`src/rtl/adder_pkg.sv`:
```
// Shared types and helpers for the adder frame loader and its reduction core.
package adder_pkg;

    typedef enum logic [1:0] {
        FILL = 2'd0,
        WAIT = 2'd1,
        HOLD = 2'd2
    } loader_state_e;

    // Sum of num_input values of width_in bits needs $clog2(num_input) extra bits.
    function automatic int adder_width_out(input int num_input, input int width_in);
        return width_in + $clog2(num_input);
    endfunction

endpackage

```
`src/rtl/adder_frame_loader_adder.sv`:
```
// MultiInputAdder: parallel reduction of NUM_INPUT samples; the input is registered in the
// first of OUTPUT_DELAY pipeline stages, so dout reflects din OUTPUT_DELAY cycles later.
module MultiInputAdder
    import adder_pkg::*;
#(
    parameter int NUM_INPUT    = 21,
    parameter int WIDTH_IN     = 16,
    parameter int IS_SIGNED    = 0,
    parameter int OUTPUT_DELAY = 3,
    localparam int WIDTH_OUT   = adder_width_out(NUM_INPUT, WIDTH_IN)
) (
    input  logic                                clk,
    input  logic                                rst,
    input  logic                                ena,
    input  logic [NUM_INPUT-1:0][WIDTH_IN-1:0]  din,
    output logic [WIDTH_OUT-1:0]                dout
);

    logic [WIDTH_OUT-1:0]                    sum;
    logic [OUTPUT_DELAY-1:0][WIDTH_OUT-1:0]  pipe_d, pipe_q;

    always_comb begin
        sum = '0;
        for (int i = 0; i < NUM_INPUT; i++) begin
            if (IS_SIGNED != 0) sum = sum + WIDTH_OUT'($signed(din[i]));
            else                sum = sum + WIDTH_OUT'(din[i]);
        end
    end

    always_comb begin
        pipe_d = pipe_q;
        if (ena) begin
            pipe_d[0] = sum;
            for (int i = 1; i < OUTPUT_DELAY; i++) pipe_d[i] = pipe_q[i-1];
        end
    end

    always_ff @(posedge clk) begin
        if (rst) pipe_q <= '0;
        else     pipe_q <= pipe_d;
    end

    assign dout = pipe_q[OUTPUT_DELAY-1];

endmodule

```
`src/rtl/adder_frame_loader.sv`:
```
// Packs a serial sample stream into MultiInputAdder's parallel input and returns the sum.
// Optional macro ADDER_FRAME_LOADER_CNT_EN adds the m_count output (samples per frame).
module adder_frame_loader
    import adder_pkg::*;
#(
    parameter int NUM_INPUT    = 21,
    parameter int WIDTH_IN     = 16,
    parameter int IS_SIGNED    = 0,
    parameter int OUTPUT_DELAY = 3,
    localparam int WIDTH_OUT   = adder_width_out(NUM_INPUT, WIDTH_IN),
    localparam int CNT_W       = $clog2(NUM_INPUT + 1)
) (
    input  logic                  clk,
    input  logic                  rst,
    input  logic                  s_valid,
    output logic                  s_ready,
    input  logic [WIDTH_IN-1:0]   s_data,
    input  logic                  s_last,
    output logic                  m_valid,
    input  logic                  m_ready,
    output logic [WIDTH_OUT-1:0]  m_data,
    output logic                  m_short
`ifdef ADDER_FRAME_LOADER_CNT_EN
    ,
    output logic [CNT_W-1:0]      m_count
`endif
);

    localparam int DLY_W = $clog2(OUTPUT_DELAY + 1);

    loader_state_e                      state_d, state_q;
    logic [CNT_W-1:0]                   idx_d, idx_q;
    logic [NUM_INPUT-1:0][WIDTH_IN-1:0] vec_d, vec_q;
    logic [DLY_W-1:0]                   dly_d, dly_q;
    logic                               short_d, short_q;
    logic                               s_ready_d, s_ready_q;
    logic                               m_valid_d, m_valid_q;
    logic                               m_short_d, m_short_q;
    logic [WIDTH_OUT-1:0]               m_data_d, m_data_q, sum;
    logic                               accept, last_slot;
`ifdef ADDER_FRAME_LOADER_CNT_EN
    logic [CNT_W-1:0]                   m_count_d, m_count_q;
`endif

    assign accept    = s_valid && s_ready_q;
    assign last_slot = (idx_q == CNT_W'(NUM_INPUT - 1));

    always_comb begin
        state_d   = state_q;
        idx_d     = idx_q;
        vec_d     = vec_q;
        dly_d     = dly_q;
        short_d   = short_q;
        m_valid_d = m_valid_q;
        m_data_d  = m_data_q;
        m_short_d = m_short_q;
`ifdef ADDER_FRAME_LOADER_CNT_EN
        m_count_d = m_count_q;
`endif
        unique case (state_q)
            FILL: if (accept) begin
                vec_d[idx_q] = s_data;
                idx_d        = idx_q + CNT_W'(1);
                if (last_slot || s_last) begin
                    state_d = WAIT;
                    dly_d   = DLY_W'(OUTPUT_DELAY);
                    short_d = s_last && !last_slot;
                end
            end
            WAIT: begin
                dly_d = dly_q - DLY_W'(1);
                if (dly_q <= DLY_W'(1)) begin
                    state_d   = HOLD;
                    m_valid_d = 1'b1;
                    m_data_d  = sum;
                    m_short_d = short_q;
`ifdef ADDER_FRAME_LOADER_CNT_EN
                    // idx has already counted every accepted sample of the frame
                    m_count_d = idx_q;
`endif
                end
            end
            HOLD: if (m_ready) begin
                state_d   = FILL;
                m_valid_d = 1'b0;
                vec_d     = '0;
                idx_d     = '0;
            end
            default: state_d = FILL;
        endcase
        s_ready_d = (state_d == FILL);
    end

    always_ff @(posedge clk) begin
        if (rst) begin
            state_q   <= FILL;
            idx_q     <= '0;
            vec_q     <= '0;
            dly_q     <= '0;
            short_q   <= 1'b0;
            s_ready_q <= 1'b0;
            m_valid_q <= 1'b0;
            m_data_q  <= '0;
            m_short_q <= 1'b0;
`ifdef ADDER_FRAME_LOADER_CNT_EN
            m_count_q <= '0;
`endif
        end else begin
            state_q   <= state_d;
            idx_q     <= idx_d;
            vec_q     <= vec_d;
            dly_q     <= dly_d;
            short_q   <= short_d;
            s_ready_q <= s_ready_d;
            m_valid_q <= m_valid_d;
            m_data_q  <= m_data_d;
            m_short_q <= m_short_d;
`ifdef ADDER_FRAME_LOADER_CNT_EN
            m_count_q <= m_count_d;
`endif
        end
    end

    // Feeding the next-state vector lets the adder's input stage load on the closing edge,
    // so the sum is ready exactly when the delay counter expires.
    MultiInputAdder #(
        .NUM_INPUT   (NUM_INPUT),
        .WIDTH_IN    (WIDTH_IN),
        .IS_SIGNED   (IS_SIGNED),
        .OUTPUT_DELAY(OUTPUT_DELAY)
    ) u_adder (
        .clk (clk),
        .rst (rst),
        .ena (1'b1),
        .din (vec_d),
        .dout(sum)
    );

    assign s_ready = s_ready_q;
    assign m_valid = m_valid_q;
    assign m_data  = m_data_q;
    assign m_short = m_short_q;
`ifdef ADDER_FRAME_LOADER_CNT_EN
    assign m_count = m_count_q;
`endif

endmodule

```
`config.mk`:
```
export PLATFORM = sky130hd
export DESIGN_NAME = adder_frame_loader
export DESIGN_NICKNAME = d
export VERILOG_FILES = /design/src/rtl/adder_pkg.sv /design/src/rtl/adder_frame_loader_adder.sv /design/src/rtl/adder_frame_loader.sv
export SDC_FILE = /design/constraint.sdc
export NUM_CORES = 1
export LEC_CHECK = 0
export ABC_AREA = 0
export CORE_MARGIN = 4
export CORE_UTILIZATION = 45
export DETAILED_ROUTE_END_ITERATION = 6
export PLACE_DENSITY_LB_ADDON = 0.12
export SETUP_SLACK_MARGIN = 0.2
export SLEW_MARGIN = 10
export SYNTH_ARGS = -nofsm -noshare
export SYNTH_HDL_FRONTEND = slang
export SYNTH_HIERARCHICAL = 1
export SYNTH_SLANG_ARGS = --single-unit
```
`constraint.sdc`:
```
create_clock -name clk -period 25.4 [get_ports clk]
set_clock_uncertainty 0.2 [all_clocks]
set_input_delay 3.81 -clock clk [delete_from_list [all_inputs] [get_ports clk]]
set_output_delay 3.81 -clock clk [all_outputs]
set_load 0.01 [all_outputs]
```
==> results of run 1 <==
## cell usage after synthesis, types with 4 or more instances
master / n / share of area (%)
xnor2_1: 15 / 0.42
a21oi_1: 64 / 1.0
nand2b_1: 20 / 0.40
nor4b_1: 5 / 0.14
ha_1: 54 / 2.2
buf_4: 30 / 0.72
o211ai_1: 143 / 3.4
inv_1: 558 / 6.7
o22ai_1: 6 / 0.12
mux2i_1: 457 / 15
a211oi_1: 7 / 0.17
nor3b_1: 7 / 0.17
nand4_1: 5 / 0.10
and3_1: 23 / 0.46
a211o_1: 4 / 0.11
xor2_1: 9 / 0.25
buf_1: 17 / 0.20
nor3_1: 6 / 0.096
nand3_1: 318 / 5.1
a31oi_1: 8 / 0.16
o2bb2ai_1: 7 / 0.20
nor2_1: 78 / 0.94
buf_2: 42 / 0.67
clkbuf_1: 242 / 2.9
a22o_1: 41 / 1.2
o221ai_1: 101 / 2.8
mux2_2: 12 / 0.43
and2_1: 5 / 0.10
a21o_1: 11 / 0.26
or3_1: 9 / 0.18
o31ai_1: 60 / 1.4
dfxtp_1: 433 / 28
o21ai_0: 34 / 0.55
fa_1: 285 / 18
nand2_1: 280 / 3.4
o21a_1: 4 / 0.096
nor2b_1: 9 / 0.18
o2111ai_1: 6 / 0.17
## per-layer routing
layer | up-vias | GRT usage, % | part of all wire (%)
li1 | 11338 | - | -
met1 | 12503 | 37.9 | 45
met2 | 836 | 42.9 | 46
met3 | 178 | 3.85 | 6.3
met4 | 0 | 8.87 | 3.5
met5 | - | 0 | 0
## final cells by class
type	count	area (um^2)	share of cell area (%)
Multi-Input combinational cell	2152	19100	56.6
Sequential cell	433	8670	25.7
Inverter	560	2110	6.24
Clock buffer	74	1500	4.43
Tap cell	931	1160	3.45
Timing Repair Buffer	108	918	2.72
Clock inverter	18	298	0.882
Antenna cell	3	7.51	0.0222
## final timing paths
path / end / slack [ns] / cells after the start
worst max-delay path: u_adder/pipe_q[19]$_SDFFE_PP0P_ / 11.83 / 32
worst min-delay path: m_data[15]$_SDFFE_PP0P_ / 0.27 / 2
worst max register to register: u_adder/pipe_q[19]$_SDFFE_PP0P_ / 15.01 / 31
worst min register to register: m_data[15]$_SDFFE_PP0P_ / 0.27 / 2
## cell families after synthesis
family | synth area share, %
other cells | 0.0120
mux | 15.1
buf+inv | 11.4
xor+xnor | 0.673
fa+ha+maj | 20.4
compound gates | 12.7
flops | 27.8
simple gates | 11.9
## stage by stage
| stage | instance area [um^2] | power (uW) | hold WS [ns] | utilization, % | std cells |
|---|---|---|---|---|---|
| 2_1_floorplan | 31200 | 808 | 0.243 | - | 3479 |
| 3_3_place_gp | 32000 | 859 | 0.256 | 46.5 | 4184 |
| 3_5_place_dp | 32000 | 861 | 0.264 | 46.5 | 4184 |
| 4_1_cts | 33800 | 1660 | 0.272 | 49.1 | 4276 |
| 5_1_grt | 33800 | 1700 | 0.286 | 49.2 | 4279 |
| 6_report | 33800 | 1650 | 0.271 | 49.2 | 4279 |
## report_power, final
part | internal (uW) | leakage [uW] | total, uW | switching, uW
clock | 479 | 0.000877 | 798 | 319
combinational | 45.3 | 0.0116 | 159 | 113
sequential | 686 | 0.00349 | 691 | 4.91
total | 1210 | 0.0160 | 1650 | 437
## flip-flops by register name, summed over array words and instances (netlist names)
name and cells:
vec_q 336, u_adder/pipe_q 42, m_data 21, u_adder/dout 21, idx_q 5, dly_q 2
state_q 2, m_short 1, m_valid 1, s_ready 1, short_q 1
## worst max-delay path: cells and delay by family
kind            cells  cell delay [ns]
fa+ha+maj          10             4.42
compound gates     10             2.59
buf+inv             8             1.68
simple gates        3             1.04
mux                 1             0.29
## cell usage in the layout (no fill, tap or decap), types with 7 or more instances in the layout
cell	n
inv_1	557
mux2i_1	457
dfxtp_1	433
nand3_1	314
fa_1	285
nand2_1	280
o211ai_1	143
o221ai_1	101
nor2_1	77
buf_4	65
a21oi_1	64
o31ai_1	60
ha_1	54
clkbuf_16	53
clkdlybuf4s50_1	43
a22o_1	41
o21ai_0	33
and3_1	23
nand2b_1	20
xnor2_1	15
mux2_2	12
clkbuf_1	12
a21o_1	11
clkbuf_8	9
xor2_1	9
a31oi_1	8
nor2b_1	8
or3_2	7
o2bb2ai_1	7
nor3b_1	7
a211oi_1	7
bufinv_16	7
==> parameters.txt, run 1 <==
Parameter                              Value

Status
  Outcome ... finished, final reports clean

Worst setup path
  Setup crit start kind ... input pin
  Crit path kind ... in2reg
  Critical Path Slowest Stage Cell ... clkdlybuf4s50_1
  Required time of the worst setup path ... 25.72 ns
  Critical register-to-register path startpoint ... s_ready$_SDFF_PP0_
  Maximum cell stage delay along the critical path ... 0.71 ns
  Most frequent cell on the critical path ... fa_1
  Worst setup startpoint ... s_valid
  CP Capture Type ... flip-flop
  Data arrival time of the critical path ... 13.89 ns
  Biggest fanout along the worst timing path ... 62

Placement
  Pre-CTS worst setup slack ... 11.33 ns
  Number of buffer cells added on primary ports ... 44
  RD Place Congestion ... around 0.93
  Post-DP HPWL ... 69.0 mm

STA
  Fmax achieved ... about 0.074 GHz
  Sum of negative setup slack ... 0 ns
  Final min period ... 13.57 ns
  Hold violation total from the final report ... 0
  Smallest setup slack after layout ... 11.83 ns
  Final critical-path share of the clock period ... between 50% and 60%
  RSZ-0062 raised after global routing ... no
  Slew at the pin with the worst max-slew slack ... approximately 1.3 ns
  Total setup violations reported at the end of the flow ... 0
  Max Slew Vio Count ... 0
  Slew Limit Headroom ... between 15 and 20%

Routing
  Via count ... 24855
  Number of nets with antenna violations after routing ... 0
  Vias per Instance ... 5.81
  Detailed-route DRC error count ... 0
  Detailed Route Iter0 Violations ... 2307
  Total length of routed wires ... 101 mm
  Wirelength per Cell ... 23.6 um
  Length of the first detailed-routing pass in iterations ... 6

GRT
  Pin count of the biggest net entering global routing ... 93
  Vias in the first global route ... between 20000 and 30000
  Number of antenna violations at the first check in global routing ... 3
  Gr usage total ... a little over a quarter
  Wire length of the first global-routing pass ... 155 mm
  GRT Residual Overflow ... 0

CTS
  Clock tree from TritonCTS ... yes
  Hold bufs inserted after CTS ... 0
  Clock root buffer ... clkbuf_16
  Total number of H-tree levels ... 2
  Gates resized, CTS repair ... 0
  Num Clock Sinks ... 433
  Clk Latency, worst-skew pair ... 0.63 ns
  Setup Buffers After CTS ... 0
  Number of CTS-inserted buffers ... 53
  Clk pin slew, worst setup/hold paths ... about 0.060 ns
  CTS Buffer Depth ... 3

Synth
  Number of warnings reported in the yosys synthesis log ... 6
  Post-synthesis instance area ... 31200 um^2
  Number of storage elements in the synthesis netlist ... 433
  Share of async-settable or async-resettable flops after synthesis ... 0%
  Average footprint of a synthesized cell ... 8.98 um^2
  Gate Count Post-Synth ... roughly 3500
  Count of unique library cells instantiated by Yosys ... 77
  Post-synth EDFFs ... 0
  Sequential element share of the synthesized area ... around 28%
  Most used flip-flop cell after synthesis ... dfxtp_1

Floorplan
  Number of I/O pins ... 45
  Area of the die ... 73600 um^2
  DIE HEIGHT ... 271 um
  Core ar. ... between 60000 and 70000 um^2
  Overall die width ... 271 um
  Number of placement rows ... 96
  Effective utilization at floorplan ... 45.4%

Power and ir drop
  Largest voltage drop on the vdd net ... between 0.05 and 0.06 mV
  Leakage power ... about 0.016 uW
  Power density over the cells ... a little under 50 nW/um^2

Run
  Max cap viols ... 0

Layout
  Synthesis-to-finish area growth ... 8.18%
  Layout cells sized above 1 ... 5.89%
  Final-stage net count ... about 3700
  Fill cell total of the finished layout ... between 6000 and 7000

Worst hold path
  Start point of the worst hold path ... u_adder/dout[15]$_SDFFE_PP0P_
  Type of the most critical hold path ... reg2reg
Note: power is estimated with default switching activity, not from simulation.
==> inputs of run 2 (changes only) <==
- clock period: 25.4 -> 10.9 ns (I/O delays scaled with it)
==> run 2 against run 1 <==
  * First-iteration DRC count decreased by 3.0%
  * Critical path depth decreased by 1
  * Clock power increased by 140%
  * Critical path type unchanged
  * Critical endpoint unchanged
  * Largest cell class unchanged
  * Highest routed layer unchanged
==> parameters.txt, run 2 (synthesized netlist as in run 1, its figures left out) <==
Parameter                              Value

Status
  Outcome ... finished, final reports clean (unchanged)

Power and ir drop
  Leakage power ... 0.0162 uW (was 0.0160 uW)
  Largest voltage drop on the vdd net ... 0.109 mV (was 0.0502 mV)
  Power density over the cells ... 115 nW/um^2 (was 48.8 nW/um^2)

Worst hold path
  Start point of the worst hold path ... vec_q[223]$_SDFF_PP0_ (was u_adder/dout[15]$_SDFFE_PP0P_)
  Hold EP ... vec_q[223]$_SDFF_PP0_ (was m_data[15]$_SDFFE_PP0P_)
  Type of the most critical hold path ... reg2reg (unchanged)
  Number of stages on the worst hold path ... 2 (unchanged)

STA
  Slew Limit Headroom ... 18.1% (was 15.1%)
  Sum of negative setup slack ... 0 ns (unchanged)
  Max Slew Vio Count ... 0 (unchanged)
  WHS ... 0.270 ns (was 0.271 ns)
  Final min period ... 10.31 ns
  Fmax achieved ... roughly 0.097 GHz
  RSZ-0062 raised after global routing ... no (unchanged)
  Hold violation total from the final report ... 0 (unchanged)
  Slew at the pin with the worst max-slew slack ... 1.22 ns (was 1.27 ns)
  Final critical-path share of the clock period ... 94.6%
  Total setup violations reported at the end of the flow ... 0 (unchanged)

Layout
  Flip-flop count of the largest register after layout ... 336 (unchanged)
  Fill cell total of the finished layout ... 6550 (was 6538)
  Largest Register ... vec_q (unchanged)
  Layout cells sized above 1 ... 7.20% (was 5.89%)
  Final-stage net count ... 3705 (was 3668)
  Registers with the highest flip-flop counts ... vec_q (336), u_adder/pipe_q (42) (unchanged)
  Top library cells by usage in the layout, fill and taps aside ... inv_1 (557), mux2i_1 (457), dfxtp_1 (433) (unchanged)
  Synthesis-to-finish area growth ... 9.56% (was 8.18%)
  Utilization after layout ... 49.8% (was 49.2%)
  Most common cell after layout, fill and taps aside ... inv_1 (unchanged)

Worst setup path
  Critical R2R Capture ... u_adder/pipe_q[19]$_SDFFE_PP0P_ (unchanged)
  CP Capture Type ... flip-flop (unchanged)
  Flop-to-flop setup slack ... 0.95 ns (was 15.01 ns)
  Crit path kind ... in2reg (unchanged)
  Setup crit start kind ... input pin (unchanged)
  Critical Path Slowest Stage Cell ... fa_1 (was clkdlybuf4s50_1)
  Biggest fanout along the worst timing path ... 24 (was 62)
  Critical register-to-register path startpoint ... idx_q[0]$_SDFFE_PP0P_ (was s_ready$_SDFF_PP0_)
  Maximum cell stage delay along the critical path ... 0.56 ns (was 0.71 ns)
  Worst setup startpoint ... s_valid (unchanged)
  Most frequent cell on the critical path ... fa_1 (unchanged)
  Number of cells traversed by the worst register-to-register path ... 31 (unchanged)
  Required time of the worst setup path ... 11.22 ns (was 25.72 ns)
  Data arrival time of the critical path ... 10.62 ns (was 13.89 ns)

GRT
  Vias in the first global route ... 25279 (was 25079)
  Gr usage total ... 27.5% (was 26.9%)
  Number of antenna violations at the first check in global routing ... 1 (was 3)
  Wire length of the first global-routing pass ... 158 mm (was 155 mm)
  GRT Residual Overflow ... 0 (unchanged)
  Pin count of the biggest net entering global routing ... 183 (was 93)

CTS
  Num Clock Sinks ... 433 (unchanged)
  Clock root buffer ... clkbuf_16 (unchanged)
  Total number of H-tree levels ... 2 (unchanged)
  Setup Buffers After CTS ... 0 (unchanged)
  Clk Latency, worst-skew pair ... 0.61 ns (was 0.63 ns)
  Clk pin slew, worst setup/hold paths ... 0.06 ns (about the same)
  Gates resized, CTS repair ... 0 (unchanged)
  Clock tree from TritonCTS ... yes (unchanged)
  Number of CTS-inserted buffers ... 53 (unchanged)
  Hold bufs inserted after CTS ... 0 (unchanged)
  CTS Buffer Depth ... 3 (unchanged)

Placement
  Post-DP HPWL ... 73.2 mm (was 69.0 mm)
  Number of buffer cells added on primary ports ... 44 (unchanged)
  RD Place Congestion ... 0.924 (was 0.933)

Routing
  Detailed-route DRC error count ... 0 (unchanged)
  Length of the first detailed-routing pass in iterations ... 6 (unchanged)
  Vias per Instance ... 5.82 (was 5.81)
  Via count ... 25144 (was 24855)
  Number of nets with antenna violations after routing ... 0 (unchanged)
  Total length of routed wires ... 103 mm (was 101 mm)
  Wirelength per Cell ... 23.9 um (was 23.6 um)
  Detailed Route Iter0 Violations ... 2237 (was 2307)

Floorplan
  DIE HEIGHT ... 271 um (unchanged)
  Overall die width ... 271 um (unchanged)
  Number of placement rows ... 96 (unchanged)
  Number of I/O pins ... 45 (unchanged)
  Area of the die ... 73600 um^2 (unchanged)
  Core ar. ... 68700 um^2 (unchanged)
  Effective utilization at floorplan ... 45.4% (unchanged)

Run
  Max cap viols ... 0 (unchanged)
-- run 2: cell count changes in the layout (fill, tap and decap cells not counted), sizes merged --
cell	change
clkbuf	-1
buf	+37
diode	-2
clkinv	+3
clkinvlp	+1
bufinv	+2
-- run 2: metal layers --
layer | GRT usage [%] | share of wire (%)
met4 | 7.57 | 2.9
met2 | 43.4 | 45
met1 | 39.4 | 45
met3 | 4.32 | 6.9
met5 | 0 | 0
-- run 2: worst max-delay path: cells and delay by family --
kind / cells / cell delay, ns
AOI/OAI and AO/OA: 11 / 2.66
and+or+nand+nor: 3 / 0.55
buffers and inverters: 8 / 1.51
adders and majority gates: 9 / 4.26
-- run 2: final cells by class --
class                   instances  area [um^2]  share of cell area (%)
flip-flops and latches        433         8670                    25.3
clock buffers                  73         1530                    4.48
repair buffers                145         1230                    3.61
well taps                     931         1160                    3.41
multi-input cells            2152        19100                    55.9
inverters                     560         2110                    6.16
clock inverters                24          380                    1.11
diodes                          1         2.50                 0.00732
-- run 2: worst max path at each step --
stage / to / slack, ns
floorplan: u_adder/pipe_q[17]$_SDFFE_PP0P_ / 1.03
global placement: u_adder/pipe_q[19]$_SDFFE_PP0P_ / 0.27
global route: u_adder/pipe_q[19]$_SDFFE_PP0P_ / 0.23
detailed placement: u_adder/pipe_q[19]$_SDFFE_PP0P_ / 0.06
finish: u_adder/pipe_q[19]$_SDFFE_PP0P_ / 0.59
CTS: u_adder/pipe_q[19]$_SDFFE_PP0P_ / 0.72
-- run 2: through the flow --
step | std cells | worst slack, ns | instance area (um^2) | power, uW
floorplan | 3479 | 1.03 | 31200 | 1880
global placement | 4221 | 0.265 | 32300 | 2010
detailed placement | 4221 | 0.0650 | 32300 | 2020
CTS | 4318 | 0.716 | 34200 | 3970
global route | 4319 | 0.225 | 34200 | 4070
finish | 4319 | 0.590 | 34200 | 3940
-- run 2: power breakdown --
group | total (uW) | switching [uW] | internal [uW]
Clock | 1950 | 754 | 1190
Sequential | 1610 | 11.4 | 1600
Combinational | 380 | 269 | 111
Total | 3940 | 1030 | 2900
==> inputs of run 3 (changes only) <==
- ABC_CLOCK_PERIOD_IN_PS: not set -> 10900
==> results of run 3 <==
Final layout, timing and power as in run 2 (identical DEF).
